## src/rtl/mem_rd_pipe.sv

```systemverilog
// DEPTH-stage valid/data delay line with synchronous clear; the last stage holds its data between beats.
module mem_rd_pipe #(
  parameter int DEPTH = 1,
  parameter int W     = 32
) (
  input  logic         clk,
  input  logic         clr,
  input  logic         in_vld,
  input  logic [W-1:0] in_data,
  output logic         out_vld,
  output logic [W-1:0] out_data
);

  logic [DEPTH-1:0] vld_q, vld_d;
  logic [W-1:0]     data_q [DEPTH];
  logic [W-1:0]     data_d [DEPTH];

  // NOTE: every always_comb output gets a value on every path first, so no latch is inferred.
  always_comb begin
    vld_d[0]  = in_vld;
    data_d[0] = in_data;
    for (int i = 1; i < DEPTH; i++) begin
      vld_d[i]  = vld_q[i-1];
      data_d[i] = data_q[i-1];
    end
    if (!vld_d[DEPTH-1]) data_d[DEPTH-1] = data_q[DEPTH-1];
  end

  // NOTE: sequential state uses non-blocking assignments so every flop samples pre-edge values.
  always_ff @(posedge clk) begin
    if (clr) begin
      vld_q <= '0;
      for (int i = 0; i < DEPTH; i++) data_q[i] <= '0;
    end else begin
      vld_q  <= vld_d;
      data_q <= data_d;
    end
  end

  assign out_vld  = vld_q[DEPTH-1];
  assign out_data = data_q[DEPTH-1];

endmodule

```

## config.mk

```make
export PLATFORM = sky130hd
export DESIGN_NAME = mem_rd_pipe
export DESIGN_NICKNAME = d
export VERILOG_FILES = /design/src/rtl/mem_rd_pipe.sv
export SDC_FILE = /design/constraint.sdc
export NUM_CORES = 1
export LEC_CHECK = 0
export ABC_AREA = 1
export CAP_MARGIN = 0
export CORE_MARGIN = 3
export CORE_UTILIZATION = 35
export CTS_CLUSTER_DIAMETER = 200
export CTS_CLUSTER_SIZE = 24
export DETAILED_ROUTE_END_ITERATION = 8
export DONT_BUFFER_PORTS = 1
export PLACE_DENSITY = 0.61
export SYNTH_ARGS = -nofsm -noshare
export SYNTH_HDL_FRONTEND = slang
export SYNTH_SLANG_ARGS = --single-unit
export TNS_END_PERCENT = 100
```

## constraint.sdc

```tcl
create_clock -name clk -period 2.16 [get_ports clk]
set_clock_uncertainty 0.05 [all_clocks]
set_input_delay 0.648 -clock clk [delete_from_list [all_inputs] [get_ports clk]]
set_output_delay 0.648 -clock clk [all_outputs]
set_load 0.05 [all_outputs]
```

==> results of run 1 <==
## final timing paths
path	endpoint	slack [ps]	start	cells past startpoint
worst max-delay path	out_data[13]	540	out_data[13]$_SDFFE_PP0P_	0
worst min register to register	out_data[0]$_SDFFE_PP0P_	660	out_data[0]$_SDFFE_PP0P_	2
worst min-delay path	out_vld$_SDFF_PP0_	390	clr	1
worst max register to register	out_data[20]$_SDFFE_PP0P_	1200	out_data[20]$_SDFFE_PP0P_	2
## final cells by class
type | instances | share of cell area, %
clock buffers | 8 | 5.65
repair buffers | 1 | 0.530
multi-input cells | 129 | 34.2
inverters | 34 | 9.00
flip-flops and latches | 33 | 46.6
well taps | 46 | 4.06
## state kept, by name, indices dropped and copies added (netlist names)
register  cells
out_data     32
out_vld       1
## through the flow
stage | hold WS (ps) | instance area (µm²) | worst slack [ps] | util (%)
2_1_floorplan | 639 | 1350 | 859 | -
3_3_place_gp | 652 | 1340 | 828 | 38.0
3_5_place_dp | 655 | 1340 | 825 | 38.0
4_1_cts | 376 | 1420 | 507 | 40.3
5_1_grt | 375 | 1420 | 496 | 40.3
6_report | 390 | 1420 | 536 | 40.3
## power groups by stage
stage / combinational (W) / clock (W) / sequential, W
5_1_grt: 0.000108 / 0.000485 / 0.000830
2_1_floorplan: 0.000102 / 0 / 0.000831
3_3_place_gp: 0.0000879 / 0 / 0.000838
6_report: 0.0000874 / 0.000433 / 0.000824
3_5_place_dp: 0.0000893 / 0 / 0.000840
4_1_cts: 0.0000898 / 0.000458 / 0.000826
## cells in the mapped netlist
library cell  count
buf_2             4
buf_4             2
buf_6             4
dfxtp_1          33
inv_1            34
nand2_1          64
nor2_1           65
## per-layer routing
| layer | track usage [%] | vias to the layer above | wire [µm] |
|---|---|---|---|
| li1 | - | 575 | - |
| met1 | 11.9 | 422 | 1080 |
| met2 | 17.7 | 43 | 1160 |
| met3 | 5.42 | 6 | 293 |
| met4 | 8.19 | 0 | 49 |
| met5 | 0 | - | 0 |
## kinds of logic after synthesis
kind of cell / share of synthesized area [%]
and+or+nand+nor: 35.8
buffers and inverters: 15.4
DFF: 48.8
==> results.py, run 1 <==
metrics = {
    "critical_path": {
        "crit_type": "reg -> out",
        "arrival_ps": 930,
        "worstPathMaxFanout": 2,
        "cp.required_ps": 1460,
        "end_kind": "output pin",
        "start_kind": "flop",
    },
    "sta": {
        "rsz0062_at_grt": "no",
        "slew_violations": 0,
        "hold_viol": 0,
        "slew_headroom_pct": 65.0,
        "fin_crit_sh_pct": 75.2,
        "tns_ps": 0,
        "tightestPinTransition_ps": 524,
        "setup_viol": 0,
        "timing.fmax_ghz": 0.616,
        "period_minus_slack_ps": 1620,
    },
    "yosys": {
        "syn-num-nets": 241,
        "yosysWarnings": 0,
        "ys_top_cells_by_area": "dfxtp_1 (49%), nor2_1 (18%), nand2_1 (18%)",
        "seq_area_frac_synth_pct": 48.8,
        "synth_top_area_share_pct": 48.8,
        "ys_types": 7,
        "ys_ff_latch": 33,
        "syn_inst": 206,
        "yosysTopAreaCell": "dfxtp_1",
        "avgSynthCellArea_um2": 6.57,
        "syn_area_mm2": 0.00135,
    },
    "floorplanning": {
        "core_area_mm2": 0.00352,
        "num_rows": 21,
        "dieWidth_um": 68.2,
        "dieArea_mm2": 0.00465,
        "die_h_um": 68.2,
        "start_util_pct": 38.4,
        "io_pins": 68,
    },
    "placed_design": {
        "numPortBuffers": 0,
        "globalplace.congestion": 0.658,
        "dpl.hpwl_um": 1680,
        "dp.cells": 243,
    },
    "cts": {
        "path_clk_slew_ps": 60,
        "cts_tree": "built",
        "clock-root-buffer": "clkbuf_8",
        "cts_buffer_depth": 2,
        "post_cts_resized": 0,
        "cts_setup_buffers": 0,
        "hold_buffers": 0,
        "cts_max_level": 2,
        "cts.sinks": 33,
        "insertion_delay_ps": 270,
        "numCtsBuffers": 5,
    },
    "final_layout": {
        "layout_commonest_cell": "nor2_1",
        "area_delta_synth_final_pct": 4.81,
        "multi_input_area_um2": 484,
        "layoutNonFillerInstCount": 251,
        "drive_gt1_share_pct": 2.93,
        "antenna_cells": 0,
        "fillers": 411,
        "mostFrequentLayoutCells": "nor2_1 (65), nand2_1 (64), inv_1 (34), dfxtp_1 (33), clkbuf_8 (5)",
        "ff_latch_area_um2": 661,
        "fin_nets": 239,
    },
    "grt": {
        "gr-usage-all-layers_pct": 11.4,
        "grt_max_degree": 66,
        "overflow": 0,
        "antenna_found_initial": 0,
        "grt_pass1_wl_um": 3830,
        "grt_pass1_vias": 892,
    },
    "power_and_ir_drop": {
        "irDropWorstVdd_mv": 0.408,
        "power_frac_seq_pct": 61.3,
        "finalPower_w": 0.00134,
        "clkPwrFrac_pct": 32.2,
        "intPower_w": 0.000919,
        "p_leak_nw": 0.798,
        "p_per_area_mw_per_mm2": 949,
        "combPwrFrac_pct": 6.5,
        "switching_power_w": 0.000426,
        "swShare_pct": 31.7,
    },
    "drt": {
        "drt_first_pass_iters": 2,
        "vias": 1046,
        "routed_wl_um": 2580,
        "drtAntennaViolNets": 0,
        "viasPerCell": 4.17,
        "wl_per_cell_um": 10.3,
        "drt_iter0_markers": 66,
        "drc": 0,
    },
    "run_status": {
        "status": "completed",
    },
    "job": {
        "maxCapViolCount": 0,
    },
    "min_path": {
        "hold_path_class": "in -> reg",
    },
}
Power figures use the tool's default switching activity.
==> inputs of run 2 (changes only) <==
--- a/config.mk
+++ b/config.mk
@@ -13,7 +13,7 @@
 export CTS_CLUSTER_SIZE = 24
 export DETAILED_ROUTE_END_ITERATION = 8
 export DONT_BUFFER_PORTS = 1
-export PLACE_DENSITY = 0.61
+export PLACE_DENSITY = 0.63
 export SYNTH_ARGS = -nofsm -noshare
 export SYNTH_HDL_FRONTEND = slang
 export SYNTH_SLANG_ARGS = --single-unit
==> constraint.sdc (replaced) <==
create_clock -name clk -period 1.4 [get_ports clk]
set_clock_uncertainty 0.05 [all_clocks]
set_input_delay 0.42 -clock clk [delete_from_list [all_inputs] [get_ports clk]]
set_output_delay 0.42 -clock clk [all_outputs]
set_load 0.05 [all_outputs]
==> run 2 against run 1 <==
Register-to-register slack got worse by 670 ps. Global-route usage grew 1.2 points. Hold slack got worse by 220 ps. Clock power rose by 53%. First-iteration DRC count rose by 1.5%. Cell area grew 18%.
==> results.py, run 2 (synthesized netlist as in run 1, its figures left out) <==
metrics = {
    "critical_path": {
        "slowest_delay_ps": 340,
        "r2r_end": "out_data[28]$_SDFFE_PP0P_",
        "worstPathMaxFanout": 2,
        "r2r_slack_ps": 530,
        "worstRegToRegCells": 3,
        "start_kind": "flop",
        "critPathLaunch": "out_data[10]$_SDFFE_PP0P_",
        "end_kind": "output pin",
        "critPathTopFamily": "flip-flops",
        "timing.rr.start": "out_data[28]$_SDFFE_PP0P_",
        "arrival_ps": 820,
        "cp_slowest_cell": "dfxtp_1",
        "cp.required_ps": 930,
        "crit_path_cell_trace": "buf_4",
        "crit_type": "reg -> out",
        "path_buf_inv": 1,
    },
    "power_and_ir_drop": {
        "irDropWorstVdd_mv": 0.712,
        "p_leak_nw": 0.979,
        "p_per_area_mw_per_mm2": 1290,
    },
    "final_layout": {
        "multi_input_area_um2": 484,
        "layout_commonest_cell": "nor2_1",
        "layoutNonFillerInstCount": 285,
        "fin_nets": 273,
        "ff_latch_area_um2": 663,
        "mostFrequentLayoutCells": "nor2_1 (65), nand2_1 (64), buf_4 (35), inv_1 (34), dfxtp_1 (31)",
        "area_delta_synth_final_pct": 24.1,
        "largest_reg_flops": 32,
        "fillers": 399,
        "antenna_cells": 0,
        "drive_gt1_share_pct": 18.4,
    },
    "cts": {
        "cts_setup_buffers": 0,
        "numCtsBuffers": 5,
        "cts_max_level": 2,
        "insertion_delay_ps": 280,
        "clock-root-buffer": "clkbuf_8",
        "cts_tree": "built",
        "cts_buffer_depth": 2,
        "path_clk_slew_ps": 70,
        "hold_buffers": 0,
        "cts.sinks": 33,
    },
    "drt": {
        "drt_iter0_markers": 67,
        "vias": 1140,
        "drtAntennaViolNets": 0,
        "route.met3.wl_um": 258,
        "wl_per_cell_um": 9.39,
        "routed_wl_um": 2680,
        "drt_first_pass_iters": 4,
        "wl_met1_um": 1190,
        "drc": 0,
        "routed.top_layer": "met4",
        "route.met2.wl_um": 1180,
        "viasPerCell": 4.00,
    },
    "sta": {
        "fin_crit_sh_pct": 91.9,
        "worst_slack_ps": 114,
        "hold_viol": 0,
        "slew_headroom_pct": 81.3,
        "slew_violations": 0,
        "rsz0062_at_grt": "no",
        "tns_ps": 0,
        "tightestPinTransition_ps": 280,
        "period_minus_slack_ps": 1290,
        "timing.fmax_ghz": 0.777,
        "setup_viol": 0,
    },
    "grt": {
        "gr-usage-all-layers_pct": 12.6,
        "grt_pass1_vias": 1017,
        "antenna_found_initial": 0,
        "grt_max_degree": 66,
        "overflow": 0,
        "grt_pass1_wl_um": 4310,
    },
    "run_status": {
        "status": "completed",
    },
    "floorplanning": {
        "die_h_um": 68.2,
        "core_area_mm2": 0.00352,
        "dieWidth_um": 68.2,
        "start_util_pct": 38.4,
        "dieArea_mm2": 0.00465,
        "num_rows": 21,
        "io_pins": 68,
    },
    "min_path": {
        "min_to": "out_vld$_SDFF_PP0_",
        "min_from": "clr",
        "hold_path_class": "in -> reg",
        "hold_path_depth": 1,
    },
    "placed_design": {
        "numPortBuffers": 0,
        "dpl.hpwl_um": 1930,
        "dp.cells": 277,
        "dp_slack_ps": 270,
        "globalplace.congestion": 0.707,
    },
    "job": {
        "maxCapViolCount": 0,
    },
}
run 2: worst max-delay path by stage:
stage,cells after the start,end
after floorplan,0,out_data[0]
after global placement,4,out_data[21]$_SDFFE_PP0P_
after detailed placement,4,out_data[10]$_SDFFE_PP0P_
after CTS,0,out_data[28]
after global routing,1,out_data[10]
final,1,out_data[10]
run 2: layer usage:
metal,up-vias,track usage [%]
met5,-,0
met4,0,6.70
met3,7,5.58
met2,43,20.7
met1,450,13.5
li1,640,-
run 2: final cells by class:
cell class | count | share of cell area (%)
clock buffer | 6 | 4.33
inverter | 34 | 7.61
multi-input combinational | 129 | 28.9
clock inverter | 2 | 0.597
tap | 46 | 3.43
timing repair buffer | 35 | 15.7
sequential | 33 | 39.5
run 2: power by group:
group | switching, W | internal (W) | leakage [nW]
sequential | 0.0000345 | 0.00101 | 0.275
combinational | 0.000325 | 0.000141 | 0.659
clock | 0.000318 | 0.000344 | 0.0450
run 2: timing repair:
item / 4_1_cts / 5_1_grt
hold endpoints to repair: 0 / 0
gates resized for setup: 1 / 1
setup endpoints to repair: 1 / 1
cloned: 0 / 0
run 2: metrics by stage:
stage | power, W | area, µm² | hold WS (ps) | util, %
after floorplan | 0.00144 | 1350 | 441 | -
after CTS | 0.00221 | 1680 | 158 | 47.6
after detailed placement | 0.00153 | 1590 | 413 | 45.2
after global placement | 0.00152 | 1590 | 409 | 45.2
after global routing | 0.00229 | 1680 | 154 | 47.7
final | 0.00217 | 1680 | 167 | 47.7
